$ cat config.mk
export PLATFORM = sky130hd
export DESIGN_NAME = mux_arb_nto1
export DESIGN_NICKNAME = d
export VERILOG_FILES = /design/src/rtl/mux_pkg.sv /design/src/rtl/rr_arbiter.sv /design/src/rtl/mux_arb_nto1.sv
export SDC_FILE = /design/constraint.sdc
export NUM_CORES = 1
export LEC_CHECK = 0
export BUFFER_PORTS_ARGS = -buffer_cell sky130_fd_sc_hd__buf_2
export CAP_MARGIN = 10
export CORE_ASPECT_RATIO = 2
export CORE_MARGIN = 2
export CORE_UTILIZATION = 28
export DETAILED_ROUTE_END_ITERATION = 8
export PLACE_DENSITY = 0.56
export SLEW_MARGIN = 20
export SYNTH_ARGS = -nofsm -noshare
export SYNTH_HDL_FRONTEND = slang
export SYNTH_SLANG_ARGS = --single-unit
$ cat constraint.sdc
create_clock -name clk -period 4 [get_ports clk]
set_input_delay 1.2 -clock clk [delete_from_list [all_inputs] [get_ports clk]]
set_output_delay 1.2 -clock clk [all_outputs]
set_load 0.05 [all_outputs]
$ cat src/rtl/mux_pkg.sv
// Shared definitions for the N-to-1 arbitrated mux: mode encodings, grant
// record and the round-robin next-grant search.
package mux_pkg;

  localparam logic MODE_FIXED = 1'b0;
  localparam logic MODE_RR    = 1'b1;

  localparam int unsigned MAX_N  = 16;
  localparam int unsigned MAX_SW = 4;

  typedef struct packed {
    logic              found;
    logic [MAX_SW-1:0] idx;
  } rr_grant_t;

  // First valid channel scanning ptr+1, ptr+2, ... mod n; ptr itself is checked last.
  function automatic rr_grant_t rr_next(input logic [MAX_N-1:0]  valid,
                                        input logic [MAX_SW-1:0] ptr,
                                        input int unsigned       n);
    rr_grant_t   r;
    int unsigned idx;
    r = '0;
    for (int unsigned k = 1; k <= MAX_N; k++) begin
      idx = (32'(ptr) + k) % n;
      if (k <= n && !r.found && valid[MAX_SW'(idx)]) begin
        r.found = 1'b1;
        r.idx   = MAX_SW'(idx);
      end
    end
    return r;
  endfunction

endpackage

$ cat src/rtl/rr_arbiter.sv
// Combinational round-robin arbiter: picks the next valid channel after ptr.
module rr_arbiter
  import mux_pkg::*;
#(
  parameter int unsigned N  = 4,
  parameter int unsigned SW = $clog2(N)
) (
  input  logic [N-1:0]  valid,
  input  logic [SW-1:0] ptr,
  input  logic          enable,
  output logic [SW-1:0] grant_idx_c,
  output logic          grant_valid_c
);

  rr_grant_t r;

  always_comb begin
    r             = rr_next(MAX_N'(valid), MAX_SW'(ptr), N);
    grant_idx_c   = SW'(r.idx);
    grant_valid_c = enable && r.found;
  end

endmodule

$ cat src/rtl/mux_arb_nto1.sv
// N-input registered stream mux with fixed-select or round-robin arbitration
// and valid/ready handshakes on every channel and on the output.
module mux_arb_nto1
  import mux_pkg::*;
#(
  parameter int unsigned N  = 4,
  parameter int unsigned W  = 8,
  parameter int unsigned SW = $clog2(N)
) (
  input  logic           clk,
  input  logic           rst,
  input  logic [N*W-1:0] in_data,
  input  logic [N-1:0]   in_valid,
  output logic [N-1:0]   in_ready,
  input  logic           mode,
  input  logic [SW-1:0]  sel,
  output logic [W-1:0]   out_data,
  output logic           out_valid,
  output logic [SW-1:0]  out_src,
  input  logic           out_ready
);

  localparam logic [SW:0] N_LIM = (SW+1)'(N);

  logic [W-1:0]  chan [N];
  logic [SW-1:0] ptr;
  logic [SW-1:0] rr_idx_c;
  logic          rr_valid_c;
  logic          sel_ok_c;
  logic          fixed_gnt_c;
  logic          load_c;
  logic          grant_valid_c;
  logic [SW-1:0] grant_idx_c;

  for (genvar i = 0; i < N; i++) begin : g_chan
    assign chan[i] = in_data[i*W +: W];
  end

  rr_arbiter #(.N(N), .SW(SW)) u_rr (
    .valid         (in_valid),
    .ptr           (ptr),
    .enable        (mode == MODE_RR),
    .grant_idx_c   (rr_idx_c),
    .grant_valid_c (rr_valid_c)
  );

  // Grant selection and per-channel ready; at most one ready bit is high.
  always_comb begin
    sel_ok_c      = {1'b0, sel} < N_LIM;
    fixed_gnt_c   = sel_ok_c && in_valid[sel];
    load_c        = !out_valid || out_ready;
    grant_valid_c = (mode == MODE_RR) ? rr_valid_c : fixed_gnt_c;
    grant_idx_c   = (mode == MODE_RR) ? rr_idx_c : sel;
    in_ready      = '0;
    if (load_c && grant_valid_c && !rst) begin
      in_ready[grant_idx_c] = 1'b1;
    end
  end

  // Output stage and round-robin pointer; ptr follows the last grant in both modes.
  always_ff @(posedge clk) begin
    if (rst) begin
      out_valid <= 1'b0;
      out_data  <= '0;
      out_src   <= '0;
      ptr       <= SW'(N - 1);
    end else if (load_c) begin
      if (grant_valid_c) begin
        out_valid <= 1'b1;
        out_data  <= chan[grant_idx_c];
        out_src   <= grant_idx_c;
        ptr       <= grant_idx_c;
      end else begin
        out_valid <= 1'b0;
      end
    end
  end

endmodule

==> summary.txt <==
====================================================================================
Status ................................................................ complete, no violations
Number of synthesized register bits ...................................           13
Worst EP arrival ......................................................      2.70 ns
Clock-pin slew on the worst setup and hold paths ......................      0.06 ns
Actual slew at the worst max-slew pin .................................     0.409 ns
Series of cell instances along the critical path ...................... buf_2, or4_1, mux2_2, o21ai_2, nand2_1, nor2_1, buf_2
Worst setup slack before clock tree synthesis .........................    0.0936 ns
Most Frequent Cell on Critical Path ................................... sky130_fd_sc_hd__buf_2
Total die area ........................................................   4160 sq um
H-tree lvl count ......................................................            1
Number of max-capacitance violations reported .........................            0
Setup bufs post-CTS ...................................................            0
Vertical extent of the die ............................................      89.2 um
Slowest-stage cell, CP ................................................ sky130_fd_sc_hd__or4_1
Final RePlAce weighted congestion .....................................        0.828
Final Core Density ....................................................        38.7%
Clock buffers created by TritonCTS ....................................            3
Antenna violations before repair ......................................            0
Class of the worst hold path .......................................... register to register
Hold-fix buffers at CTS ...............................................            0
Portion of total power attributed to the clock network ................        24.4%
CP Class .............................................................. primary input to output pin
Cell total after placement ............................................          219
Initial standard-cell utilization of the core .........................        28.5%
Total chip power ......................................................     0.486 mW
Maximum fanout count along the critical path ..........................            6
Net count of the finished layout ......................................          217
Worst Min Path Start ..................................................  out_data[2]
Post-synthesis cell type with the largest combined area ............... sky130_fd_sc_hd__dfxtp_1
RSZ-0062 raised after global routing ..................................           no
Net Sw Power ..........................................................     0.192 mW
Via count .............................................................         1078
Int Pwr ...............................................................     0.294 mW
Syn. warnings .........................................................            0
Startpoint of the worst register-to-register path .....................       ptr[0]
Placeable core region .................................................   3570 sq um
Proportion of synthesized flip-flops having asynchronous set or reset .           0%
Count of boundary I/O pins ............................................           57
Setup violation total in the final timing report ......................            0
IO Port Bufs ..........................................................           56
Clk_skew ..............................................................   0.00563 ns
Clock Sinks ...........................................................           13
Routed length per placed instance .....................................      11.8 um
Minimum clock period after layout .....................................      3.90 ns
Buffering stage count on the worst path with inverters included .......            2
Number of enable-type register cells in the synthesized netlist .......            0
Pwr per Cell Area .....................................................  352 nW/um^2
Slack of the worst reg-to-reg path ....................................      2.22 ns
Number of cells traversed by the worst hold path ......................            2
Final clock period utilization by the worst path ......................        97.5%
Hold Path Sink ........................................................  out_data[2]
Final hold violation count ............................................            0
Required time of the critical path ....................................      2.80 ns
Max Fclk ..............................................................    0.257 GHz
Post-route antenna net violation count ................................            0
FF-to-FF End ..........................................................  out_data[4]
Post-cts gate resize count ............................................            0
Chip width ............................................................      46.6 um
Combinational share of power ..........................................        43.0%
Cell count after synthesis ............................................          118
Total Routing Usage GR ................................................        13.8%
Iteration count of the initial detailed-routing pass ..................            4
Number of remaining DRC errors ........................................            0
Row Count .............................................................           31
Fin cells .............................................................          223
Proportion of layout cells with a drive suffix above 1 ................        45.4%
Syn avg cell area .....................................................   8.62 sq um
Unique cell type count in the Yosys netlist ...........................           34
Via count of the first global-routing pass ............................         1028
Worst voltage drop across the vdd grid ................................     0.153 mV
Mapped Nets ...........................................................          160
Post-route worst hold slack ...........................................     0.469 ns
Clk Latency, worst-skew pair ..........................................      0.24 ns
Leak pwr ..............................................................     0.678 nW
TritonCTS clock tree ..................................................        built
Maximum number of pins on one net before global-route repair ..........           18
Final WL ..............................................................      2640 um
Category of the worst setup path capture point ........................   output pin
Rel. slew slack .......................................................        72.5%
Launching element type of the critical path ........................... primary input
Global-route wire length before repair ................................      4240 um
HPWL reported at the end of detailed placement ........................      2240 um
Synth top area cells .................................................. sky130_fd_sc_hd__dfxtp_1 26%, sky130_fd_sc_hd__mux2i_1 11%, sky130_fd_sc_hd__o211ai_2 9.8%, sky130_fd_sc_hd__nor3b_1 5.9%, sky130_fd_sc_hd__o21a_1 5.9%
Pins Over Slew Limit ..................................................            0
Top flip-flop cell by instance count after synthesis .................. sky130_fd_sc_hd__dfxtp_1
Number of cell instances on the worst register-to-register path .......            7
Root buffer cell ...................................................... sky130_fd_sc_hd__clkbuf_8
Total standard cell area after synthesis ..............................   1020 sq um
Maximum clock insertion buffer count ..................................            2
DRC marker count from the first detailed-route iteration ..............           23
Share of power burned in registers ....................................        32.6%
Antenna cells .........................................................            0
Sw Ratio ..............................................................        39.5%
Overflow left after global routing ....................................            0
Share of synthesized area occupied by flip-flops and latches ..........        25.6%
Peak per-stage delay on the critical path .............................      0.54 ns
Share of Yosys cell area claimed by the top area cell type ............        25.6%
Crit path max-delay family ............................................ simple AND/OR/NAND/NOR gates
Area Growth Syn to Fin ................................................        35.7%
Min setup slack post-route ............................................     0.102 ns
Vias per cell .........................................................         4.83
====================================================================================
-- cells in the mapped netlist (2+ instances only) --
library cell	instances
sky130_fd_sc_hd__o211ai_2	8
sky130_fd_sc_hd__nand2_1	8
sky130_fd_sc_hd__inv_1	2
sky130_fd_sc_hd__buf_6	2
sky130_fd_sc_hd__nand2b_1	5
sky130_fd_sc_hd__buf_2	4
sky130_fd_sc_hd__nor2_1	10
sky130_fd_sc_hd__o21ai_1	9
sky130_fd_sc_hd__a211o_1	2
sky130_fd_sc_hd__nor3b_1	8
sky130_fd_sc_hd__mux2i_1	11
sky130_fd_sc_hd__nor3_1	2
sky130_fd_sc_hd__dfxtp_1	13
sky130_fd_sc_hd__o21a_1	8
sky130_fd_sc_hd__a21oi_1	3
sky130_fd_sc_hd__nor2b_1	2
sky130_fd_sc_hd__nand3b_1	3
sky130_fd_sc_hd__buf_4	2
-- area by class of cell --
| class | count | area, sq um |
|---|---|---|
| Clock buffer | 4 | 45.0 |
| Fill cell | 395 | 2190 |
| Inverter | 3 | 11.3 |
| Multi-Input combinational cell | 93 | 684 |
| Sequential cell | 13 | 260 |
| Tap cell | 49 | 61.3 |
| Timing Repair Buffer | 61 | 318 |
-- worst min-delay path: cells and delay by family, from the launching register on --
| kind | cells | cell delay [ns] |
|---|---|---|
| AO/OA/AOI/OAI | 1 | 0.06 |
| flip-flops | 1 | 0.32 |
| AND/OR/NAND/NOR | 1 | 0.06 |
-- layer usage --
layer	wire length [um]	track usage, %	vias up	share of wire (%)
met3	171	3.03	7	6.5
li1	-	-	536	-
met5	0	0	-	0
met4	68	4.80	0	2.6
met1	980	14.5	489	37
met2	1420	25.6	46	54
-- placed cells by master (no fill, tap or decap), types with 2 or more instances in the layout --
master / netlist / layout
sky130_fd_sc_hd__buf_4: 2 / 5
sky130_fd_sc_hd__o21a_1: 8 / 8
sky130_fd_sc_hd__o211ai_2: 8 / 8
sky130_fd_sc_hd__dfxtp_1: 13 / 13
sky130_fd_sc_hd__nand3b_1: 3 / 3
sky130_fd_sc_hd__inv_1: 2 / 2
sky130_fd_sc_hd__nor2_1: 10 / 10
sky130_fd_sc_hd__nand2_1: 8 / 8
sky130_fd_sc_hd__clkbuf_8: 0 / 3
sky130_fd_sc_hd__mux2i_1: 11 / 11
sky130_fd_sc_hd__a21oi_1: 3 / 3
sky130_fd_sc_hd__buf_2: 4 / 56
sky130_fd_sc_hd__nand2b_1: 5 / 5
sky130_fd_sc_hd__nor2b_1: 2 / 2
sky130_fd_sc_hd__a211o_1: 2 / 2
sky130_fd_sc_hd__nor3_1: 2 / 2
sky130_fd_sc_hd__nor3b_1: 8 / 8
sky130_fd_sc_hd__o21ai_1: 9 / 9
-- sequential cells by signal (all words and copies together) (netlist names) --
| signal | count |
|---|---|
| out_src | 2 |
| out_valid | 1 |
| ptr | 2 |
| out_data | 8 |
-- worst max-delay path by stage --
stage                            from  slack (ns)          end  cells past startpoint
after floorplan           in_valid[1]       -0.02  in_ready[2]                      7
after global placement    in_valid[3]        0.12  in_ready[2]                      7
after detailed placement  in_valid[3]        0.09  in_ready[0]                      7
after CTS                 in_valid[3]        0.09  in_ready[2]                      7
after global routing      in_valid[3]        0.02  in_ready[0]                      7
final                     in_valid[3]        0.10  in_ready[2]                      7
-- power groups by stage --
stage | clock network [mW] | registers (mW) | logic (mW)
after floorplan | 0 | 0.209 | 0.108
after global placement | 0 | 0.161 | 0.208
after detailed placement | 0 | 0.162 | 0.210
after CTS | 0.124 | 0.159 | 0.211
after global routing | 0.129 | 0.161 | 0.225
final | 0.118 | 0.159 | 0.209
-- stage by stage --
stage	setup TNS [ns]	instance area [sq um]
global route	0	1380
floorplan	-0.0616	1020
detailed placement	0	1340
finish	0	1380
global placement	0	1340
CTS	0	1380
-- logic make-up (layout without fill, tap and decap cells) --
| family | count (synthesis) | in the layout | share of synthesized area (%) |
|---|---|---|---|
| simple gates | 44 | 44 | 24.0 |
| compound gates | 36 | 36 | 29.2 |
| mux | 13 | 13 | 14.1 |
| flops | 13 | 13 | 25.6 |
| buf+inv | 12 | 68 | 7.13 |
Note: power is estimated with default switching activity, not from simulation.
